<file path="src/rtl/pr_bus_arbiter.sv">
// Round-robin arbiter sharing one device bus between the CPU MEM stage and a
// debug/loader port. A device that never acknowledges is timed out, and the timeout is recorded.
module pr_bus_arbiter #(
  parameter int unsigned TIMEOUT  = 15,
  parameter logic [31:0] ERR_DATA = 32'hDEAD_BEEF
) (
  input  logic        clk,
  input  logic        rst,
  // CPU requester
  input  logic        c_req,
  input  logic        c_we,
  input  logic [31:2] c_addr,
  input  logic [31:0] c_wd,
  output logic        c_ack,
  output logic [31:0] c_rd,
  output logic        c_stall,
  // debug/loader requester
  input  logic        d_req,
  input  logic        d_we,
  input  logic [31:2] d_addr,
  input  logic [31:0] d_wd,
  output logic        d_ack,
  output logic [31:0] d_rd,
  // shared device bus
  output logic        dev_stb,
  output logic        dev_we,
  output logic [31:2] dev_addr,
  output logic [31:0] dev_wd,
  input  logic        dev_ack,
  input  logic [31:0] dev_rd,
  output logic        bus_err
);

  localparam int unsigned CW = (TIMEOUT < 1) ? 1 : $clog2(TIMEOUT + 1);
  localparam logic [CW-1:0] CNT_MAX = CW'(TIMEOUT);

  typedef enum logic [1:0] {IDLE, BUSY, DONE} state_t;
  typedef enum logic {GNT_C = 1'b0, GNT_D = 1'b1} gnt_t;

  state_t        state;
  gnt_t          last_grant;
  logic [CW-1:0] cnt;
  logic [31:0]   result;
  logic          pick_d;

  // D wins only when the CPU is not requesting or the CPU was granted last.
  // NOTE: single unconditional assignment in always_comb, so no latch can be inferred.
  always_comb begin
    pick_d = d_req & (~c_req | (last_grant == GNT_C));
  end

  // NOTE: every register here is edge-updated state, so only non-blocking assignments are used.
  always_ff @(posedge clk) begin
    if (rst) begin
      state      <= IDLE;
      last_grant <= GNT_D;
      cnt        <= '0;
      bus_err    <= 1'b0;
      result     <= '0;
      dev_stb    <= 1'b0;
      dev_we     <= 1'b0;
      dev_addr   <= '0;
      dev_wd     <= '0;
      c_ack      <= 1'b0;
      d_ack      <= 1'b0;
    end else begin
      c_ack <= 1'b0;
      d_ack <= 1'b0;
      case (state)
        IDLE: begin
          if (c_req | d_req) begin
            last_grant <= pick_d ? GNT_D : GNT_C;
            dev_we     <= pick_d ? d_we   : c_we;
            dev_addr   <= pick_d ? d_addr : c_addr;
            dev_wd     <= pick_d ? d_wd   : c_wd;
            cnt        <= '0;
            dev_stb    <= 1'b1;
            state      <= BUSY;
          end
        end
        BUSY: begin
          // Device acknowledge takes priority over a coincident timeout.
          if (dev_ack || cnt == CNT_MAX) begin
            result  <= dev_ack ? dev_rd : ERR_DATA;
            bus_err <= bus_err | ~dev_ack;
            dev_stb <= 1'b0;
            c_ack   <= (last_grant == GNT_C);
            d_ack   <= (last_grant == GNT_D);
            state   <= DONE;
          end else begin
            cnt <= cnt + 1'b1;
          end
        end
        DONE:    state <= IDLE;
        default: state <= IDLE;
      endcase
    end
  end

  assign c_rd    = result;
  assign d_rd    = result;
  assign c_stall = c_req & ~c_ack;

endmodule

</file>
<file path="config.mk">
export PLATFORM = sky130hd
export DESIGN_NAME = pr_bus_arbiter
export DESIGN_NICKNAME = d
export VERILOG_FILES = /design/src/rtl/pr_bus_arbiter.sv
export SDC_FILE = /design/constraint.sdc
export NUM_CORES = 1
export LEC_CHECK = 0
export CAP_MARGIN = 30
export CORE_MARGIN = 2
export CORE_UTILIZATION = 39
export CTS_CLUSTER_DIAMETER = 50
export DETAILED_ROUTE_END_ITERATION = 8
export PLACE_DENSITY = 0.85
export SLEW_MARGIN = 20
export SYNTH_ARGS = -nofsm -noshare
export SYNTH_HDL_FRONTEND = slang
export SYNTH_SLANG_ARGS = --single-unit
</file>
<file path="constraint.sdc">
create_clock -name clk -period 1.6 [get_ports clk]
set_input_delay 0.48 -clock clk [delete_from_list [all_inputs] [get_ports clk]]
set_output_delay 0.48 -clock clk [all_outputs]
set_load 0.05 [all_outputs]
</file>
==> metrics <==
mux share of post-synthesis cell area=12.3%; GRT Residual Overflow=0; Worst Reg2Reg Path Length in Cells=5; Worst Max-Slew Pin Slew=0.461 ns; Syn. warnings=0; startpoint class of the critical path=input port; Post-synth EDFFs=0; Netlist cell types=39; Synth Instances=468; Skew-Pair Late Insertion Delay=0.35 ns; largest net degree at the start of global routing=53; Worst Setup EP=dev_wd[17]; vias per cell=5.45; area of the die=14100 sq um; weighted congestion reported at the end of routability-driven placement=0.825; Setup crit start=c_req; clock sinks=106; initial antenna violation count=1; r2r setup slk=0.06 ns; CP peak stage delay=0.27 ns; FILL cells=683; pwr/cell area=961 nW/um^2; Synth Net Count=632; DRC viols=0; Synth Area in Compound Gates=30.4%; HPWL Detailed=13500 um; Reg clk slew, reported paths=0.07 ns; Peak VDD IR=0.540 mV; most used cell, CP=buf_12; Setup violations, final=0; Area Growth Syn to Fin=96.6%; hold_buf cts=0; CTS tree=built; Setup TNS Final=0 ns; minimum clock period=1.59 ns; Clock Skew=0.00957 ns; post-synth top area share=41.3%; Pleak=3.77 nW; first-pass GRT wire length=31100 um; post-route ant nets=0; first drt pass iteration count=5; die width=119 um; Starting Density=40.3%; layout net count=890; Crit-path slowest cell=bufbuf_16; Max clock buf depth=2; die height=119 um; Rows=41; largest family of logic cells by synthesized area=compound AO/OA/AOI/OAI gates; Top Ports=295; Port Buf Inserts=294; Peak Freq=631 MHz; Hold Path Class=flip-flop to flip-flop; Post-Synth Simple-Gate Area=3.92%; RSZ-0062 raised after global routing=true; Crit Path Class=input port to flip-flop; post-synthesis xor/xnor area fraction=0%; FFs w/ async S/R, synth=0%; CP top delay family=buffers and inverters; CP max FO=8; WP data arrival=1.81 ns; maxcap violations=0; synth top area cells=dfxtp_1 41%, a211oi_2 15%, mux2i_1 12%; Placed Cells=878; H-tree Lvls=3; Crit path depth=7; final period utilization=99.1%; syn avg cell area=11.0 sq um; Crit Reg-Reg Startpoint=cnt[0]; WL final=20400 um; fin worst setup slack=0.0147 ns; crit path buf inv count=4; Final Instance Count excl. Fillers=903; Power, Total=0.00973 W; #FFs+latches synth=106; Final Max Slew Viols=0; Seq/Total Area, Yosys=41.3%; CTS root buffer=clkbuf_16; Hold Fails Final Rpt=0; Place WS=-0.580 ns; outcome=completed; adder-cell share of the synthesized area=0.243%; GRT Util Overall=28.5%; Num CTS Buffers=9; leading cell type in the layout, fill and taps excluded=clkdlybuf4s50_1; vias in the first global route=5324; Slew headroom=69.2%; main flop type after synthesis=dfxtp_1; Synth area leader=dfxtp_1; wire length per cell=22.6 um; mapped cell area=5140 sq um; Multi-input gate area=2690 sq um; DR iter-0 viols=340; Core Area=12800 sq um; CP Data Required Time=1.82 ns; CP cell instances=clkdlybuf4s15_2 > a21boi_4 > buf_12 > buf_12 > bufbuf_16 > mux2i_2 > a211oi_1; most frequent cells in the layout=159 x clkdlybuf4s50_1, 143 x buf_12, 105 x dfxtp_1, 66 x a21oi_1, 60 x a211oi_2; share of layout cells above drive strength 1=42.7%; CP endpoint kind=flip-flop; register area=2120 sq um; routed via count=4917; Reg-to-Reg End=c_rd[11]
## worst min path at each step
stage          startpoint  endpoint  slack, ns  cells after the start
6_report       last_grant     c_ack       0.49                      1
3_5_place_dp       cnt[1]    cnt[1]       0.52                      2
3_3_place_gp       cnt[1]    cnt[1]       0.48                      2
2_1_floorplan  last_grant     c_ack       0.47                      1
4_1_cts            cnt[1]    cnt[1]       0.53                      2
5_1_grt        last_grant     c_ack       0.51                      1
## registers in the layout, summed over array words and instances (netlist names)
register,cells
bus_err,1
c_ack,1
c_rd,32
cnt,4
d_ack,1
dev_addr,30
dev_stb,1
dev_wd,32
dev_we,1
last_grant,1
state,2
## report_power, final
group / internal, W / total [W] / switching, W / leakage, nW
Clock: 0.00141 / 0.00240 / 0.000992 / 0.152
Combinational: 0.00205 / 0.00408 / 0.00203 / 2.75
Sequential: 0.00290 / 0.00324 / 0.000345 / 0.875
Total: 0.00636 / 0.00972 / 0.00337 / 3.77
## layer usage
| metal | global-route usage, % | part of all wire, % |
|---|---|---|
| met4 | 12.7 | 3.4 |
| met5 | 0 | 0 |
| met2 | 52.5 | 54 |
| met3 | 5.36 | 6.1 |
| met1 | 31.5 | 36 |
## synthesized netlist by cell type (3+ instances only)
cell	number
o221ai_1	4
a211oi_1	3
buf_12	7
dfxtp_1	106
o221a_2	24
clkbuf_1	12
buf_6	7
buf_4	32
mux2i_1	63
a211oi_2	60
a21oi_1	77
o21ai_0	11
buf_2	20
nand2_1	12
## stage by stage
stage,instance area (sq um),util (%),hold WS [ns]
2_1_floorplan,5150,-,0.469
3_3_place_gp,9320,72.9,0.483
3_5_place_dp,9320,72.9,0.516
4_1_cts,10100,79.1,0.526
5_1_grt,10100,79.2,0.509
6_report,10100,79.2,0.487
## worst register-to-register path: cells and delay by family, from the launching register on
family                   cells  cell delay [ns]
AND/OR/NAND/NOR              1             0.06
adder cells (fa/ha/maj)      1             0.27
AO/OA/AOI/OAI                2             0.60
flip-flops                   1             0.34
buffers and inverters        1             0.16
## cell families (layout without fill, tap and decap cells)
kind of cell | after synthesis | in the layout
buf+inv | 80 | 342
other cells | 0 | 1
fa+ha+maj | 1 | 1
simple gates | 34 | 34
mux | 63 | 63
flops | 106 | 106
compound gates | 184 | 184
## what timing repair did
| item | 4_1_cts | 5_1_grt |
|---|---|---|
| setup buffers | 4 | 0 |
| cloned | 5 | 0 |
| endpoints found under the setup margin | 63 | 2 |
| resized for setup | 59 | 3 |
| pin swaps | 1 | 0 |
## layout make-up
cell class                      count  area share, %
Tap cell                          172           2.13
Sequential cell                   106           21.0
Antenna cell                        1         0.0247
Inverter                            1         0.0371
Clock buffer                       11           2.40
Multi-Input combinational cell    282           26.6
Clock inverter                      4          0.755
Timing Repair Buffer              326           47.1
Power figures use the tool's default switching activity.
